--- src/rtl/zigbee_pkg.sv ---
// Shared receive-path definitions: nibble/word geometry and the packer's state type.
package zigbee_pkg;

  localparam int NIB_W   = 4;
  localparam int NIBBLES = 8;
  localparam int IDX_W   = $clog2(NIBBLES);
  localparam int WORD_W  = NIB_W * NIBBLES;

  // FILL: no complete word held; HOLD: outData carries a complete word.
  typedef enum logic {
    FILL = 1'b0,
    HOLD = 1'b1
  } pack_state_t;

endpackage

--- src/rtl/nibble_packer.sv ---
// Packs 4-bit symbol nibbles (nibble k -> bits [4k+3:4k]) into 32-bit words,
// with valid/ready on both sides and one nibble per cycle sustained.
module nibble_packer
  import zigbee_pkg::*;
(
  input  logic                inClk,
  input  logic                inRstN,
  input  logic [NIB_W-1:0]    inData,
  input  logic                inValid,
  output logic                outInReady,
  input  logic                inClear,
  output logic [WORD_W-1:0]   outData,
  output logic                outValid,
  input  logic                inReady,
  output logic [IDX_W-1:0]    outCount
);

  pack_state_t         state_reg, state_next;
  logic [IDX_W-1:0]    idx_reg, idx_next;
  logic [WORD_W-1:0]   fill_reg, fill_next;
  logic [WORD_W-1:0]   out_reg, out_next;

  logic last_nib;
  logic accept;
  logic nib_xfer;
  logic word_xfer;
  logic complete;

  assign last_nib = (idx_reg == IDX_W'(NIBBLES - 1));

  // A partial word keeps filling behind a held word; only the completing
  // nibble has to wait for the held word to leave.
  assign accept    = !inClear && ((state_reg == FILL) || inReady || !last_nib);
  assign nib_xfer  = inValid && accept;
  assign word_xfer = (state_reg == HOLD) && inReady && !inClear;
  assign complete  = nib_xfer && last_nib;

  genvar gi;
  generate
    for (gi = 0; gi < NIBBLES; gi++) begin : g_nib
      assign fill_next[gi*NIB_W +: NIB_W] =
        (nib_xfer && (idx_reg == IDX_W'(gi))) ? inData : fill_reg[gi*NIB_W +: NIB_W];
    end
  endgenerate

  always_comb begin
    state_next = state_reg;
    idx_next   = idx_reg;
    out_next   = out_reg;

    if (inClear) begin
      state_next = FILL;
      idx_next   = '0;
    end else begin
      if (nib_xfer) begin
        idx_next = last_nib ? '0 : idx_reg + IDX_W'(1);
      end
      // fill_next already carries the completing nibble, so the word is whole.
      if (complete) begin
        out_next   = fill_next;
        state_next = HOLD;
      end else if (word_xfer) begin
        state_next = FILL;
      end
    end
  end

  always_ff @(posedge inClk or negedge inRstN) begin
    if (!inRstN) begin
      state_reg <= FILL;
      idx_reg   <= '0;
      fill_reg  <= '0;
      out_reg   <= '0;
    end else begin
      state_reg <= state_next;
      idx_reg   <= idx_next;
      fill_reg  <= fill_next;
      out_reg   <= out_next;
    end
  end

  assign outInReady = accept;
  assign outData    = out_reg;
  assign outValid   = (state_reg == HOLD);
  assign outCount   = idx_reg;

endmodule

--- config.mk ---
export PLATFORM = sky130hd
export DESIGN_NAME = nibble_packer
export DESIGN_NICKNAME = d
export VERILOG_FILES = /design/src/rtl/zigbee_pkg.sv /design/src/rtl/nibble_packer.sv
export SDC_FILE = /design/constraint.sdc
export NUM_CORES = 1
export LEC_CHECK = 0
export BUFFER_PORTS_ARGS = -buffer_cell sky130_fd_sc_hd__buf_2
export CAP_MARGIN = 20
export CORE_MARGIN = 1.5
export CORE_UTILIZATION = 52
export DETAILED_ROUTE_END_ITERATION = 16
export GPL_TIMING_DRIVEN = 1
export PLACE_DENSITY_LB_ADDON = 0.3
export SYNTH_ARGS = -nofsm -noshare
export SYNTH_HDL_FRONTEND = slang
export SYNTH_SLANG_ARGS = --single-unit
--- constraint.sdc ---
create_clock -name inClk -period 1.8 [get_ports inClk]
set_input_delay 0.18 -clock inClk [delete_from_list [all_inputs] [get_ports inClk]]
set_output_delay 0.18 -clock inClk [all_outputs]
set_load 0.05 [all_outputs]
==> impl_metrics.toml <==
[synth]
avgSynthCellArea_um2 = 11.9
synth_cell_types = 40
synth_seq_cells = 64
yosysWarnings = 0
synthCells = 280
seq_area_frac_synth_pct = 48.0
syn_nets = 295
syn-cell-area_mm2 = 0.00334

[sta]
setup_viol = 0
maxSlewViolCount = 0
tns_ps = 0
fin_crit_ps = 1770
rsz0062_at_grt = "yes"
fin_skew_ps = 9.53
max_slew_margin_pct = 60.3
tightest_slew_ps = 595
fmax_ghz = 0.566
whs_ps = 276
fin_crit_sh_pct = 98.2
hold_viol_final = 0

[power_and_ir_drop]
power_density_mw_per_mm2 = 956
pwr-share-comb_pct = 15.7
power_frac_seq_pct = 46.7
ir_worst_vdd_uv = 819
switchingPower_mw = 1.05
p_clk_share_pct = 37.6
switching_share_pct = 27.9
leakagePower_nw = 1.83
intPower_mw = 2.70

[hold_path]
min_path_type = "input port to asynchronous set/reset pin"

[setup_path]
worstPathRequired_ps = 2030
endpoint_kind = "flop"
path_class = "flop to flop"
cp_slowest_cell = "dfrtp_2"
slowest_delay_ps = 430
crit_chain = "buf_4, inv_1, ha_2, and4bb_2, nand2_2, mux2_2"
worstPathArrival_ps = 1990
start_kind = "flop"
cp_max_fo = 5

[cells_and_area]
drive_gt1_share_pct = 43.1
largest_reg_flops = 32
stdcell_count = 414
fin_nets = 349
areaGrowthSynthToFinish_pct = 17.4
antenna_cells = 0

[floorplanning]
core_area_mm2 = 0.00606
start_util_pct = 55.0
rows = 28
die_w_um = 83.1
io_pins = 46
die_h_um = 83.1
die_area_mm2 = 0.00690

[grt]
grt-ovfl-total = 0
antenna_found_initial = 0
grt_max_degree = 50
grt_pass1_wl_um = 13000
track_usage_pct = 23.8
first_global_vias = 2513

[cts]
clk_latency_ps = 340
root_buffer = "clkbuf_8"
cts_buffers = 9
cts_num_sinks = 64
htree_levels = 3
cts_tree = "built"
cts.clk_slew.worst_paths_ps = 80
cts.path.max_buffers = 2

[job]
max_cap_violations = 0

[detailed_routing]
routed_via_density = 6.11
drc = 0
via_count = 2528
route.antenna.remaining_nets = 0
wl_per_cell_um = 18.9
drtIter0Drc = 188
wirelength_um = 7810
firstDrtPassIters = 4

[place]
dpl.hpwl_um = 5100
gp_congestion = 0.828
portBuffers = 45
dp_cells = 391

[outcome]
status = "finished, final reports clean"
## final timing paths
check	start	end	slack (ps)	cells after the start
setup / recovery	outCount[0]	fill_reg[1]	30	6
setup reg to reg	outCount[0]	fill_reg[1]	30	6
min in group inClk	inData[3]	fill_reg[15]	280	3
hold reg to reg	fill_reg[21]	fill_reg[21]	510	1
max in group asynchronous	inRstN	outCount[1]	880	3
hold / removal	inRstN	fill_reg[13]	280	2
## stage by stage
stage,power [mW],util [%],setup slack (ps),instance area (um^2)
global route,3.91,64.6,-22.8,3920
detailed placement,2.35,59.3,-18.9,3590
global placement,2.32,59.3,39.9,3590
finish,3.74,64.6,33.2,3920
floorplan,2.16,-,-34.1,3370
CTS,3.76,63.9,14.5,3870
## logic make-up after synthesis
logic type | Yosys count | share of synthesized area, %
compound gates | 38 | 6.26
simple gates | 113 | 25.2
flops | 64 | 48.0
buf+inv | 29 | 7.73
fa+ha+maj | 6 | 2.25
mux | 30 | 10.5
## cells in the final DEF, fill, tap and decap left out, types with 2 or more instances in the layout
cell type / netlist / routed
buf_4: 0 / 19
clkinvlp_4: 0 / 2
clkbuf_8: 7 / 10
a2bb2oi_1: 4 / 4
nand3b_1: 2 / 2
ha_2: 0 / 2
nand4bb_1: 3 / 3
and4_1: 2 / 2
a21oi_1: 24 / 24
bufinv_16: 0 / 2
inv_1: 4 / 4
buf_12: 0 / 3
nor2_4: 3 / 4
mux2_2: 25 / 25
ha_1: 6 / 2
nor2_1: 3 / 2
dfrtp_1: 64 / 62
nand4b_4: 3 / 3
and4b_2: 2 / 2
and4_2: 2 / 2
nand2_1: 5 / 5
and4bb_2: 3 / 3
dfrtp_2: 0 / 2
ha_4: 0 / 2
buf_2: 2 / 44
clkinv_4: 0 / 2
o21ai_0: 9 / 9
nor4_2: 1 / 2
nand2_2: 4 / 4
nor4_1: 47 / 46
nor3_1: 23 / 23
mux2_4: 4 / 4
## synth_stat cells, drive strengths merged
library cell / count / area (um^2)
ha: 6 / 75.1
and3b: 2 / 18.8
and4bb: 3 / 37.5
buf: 10 / 108
nand4b: 3 / 71.3
o21ai: 9 / 45.0
nand4bb: 3 / 33.8
nand2: 10 / 63.8
nor4: 48 / 307
mux2: 29 / 342
nor2: 6 / 45.0
nand2b: 1 / 8.76
and4b: 3 / 32.5
nor3b: 1 / 7.51
clkbuf: 14 / 123
nor3: 24 / 125
mux2i: 1 / 10.0
dlymetal6s2s: 1 / 12.5
nand3b: 3 / 35.0
and4: 4 / 37.5
inv: 4 / 15.0
a31o: 1 / 8.76
a2bb2oi: 4 / 35.0
a21oi: 24 / 120
and2b: 2 / 17.5
dfrtp: 64 / 1600
## timing repair
| action | CTS | global route |
|---|---|---|
| hold endpoints to repair | 13 | 0 |
| hold buffers | 1 | 0 |
| setup endpoints to repair | 12 | 19 |
| gates resized for setup | 6 | 2 |
| buffers inserted | 2 | 4 |
| pin swaps | 0 | 2 |
## power groups by stage
stage | logic, mW | registers (mW) | clock network (mW)
after floorplan | 0.283 | 1.88 | 0
after global placement | 0.561 | 1.76 | 0
after detailed placement | 0.575 | 1.77 | 0
after CTS | 0.582 | 1.75 | 1.43
after global routing | 0.635 | 1.77 | 1.50
final | 0.586 | 1.75 | 1.41
## metal layers
metal / track usage, % / share of wire [%] / vias up
li1: - / - / 1178
met1: 32.8 / 44 / 1245
met2: 37.6 / 48 / 96
met3: 4.17 / 6.7 / 9
met4: 9.39 / 1.3 / 0
met5: 0 / 0 / -
## critical path: cells and delay by family, from the launching register on
| family | cells | cell delay [ps] |
|---|---|---|
| adders and majority gates | 1 | 240 |
| buffers and inverters | 2 | 250 |
| DFF | 1 | 430 |
| muxes | 1 | 300 |
| and+or+nand+nor | 2 | 430 |
## area by class of cell
class / instances / area, um^2
repair buffers: 68 / 448
flip-flops and latches: 64 / 1600
clock inverters: 6 / 92.6
inverters: 4 / 15.0
well taps: 75 / 93.8
fillers: 463 / 2150
clock buffers: 10 / 138
multi-input cells: 187 / 1520
Power figures use the tool's default switching activity.
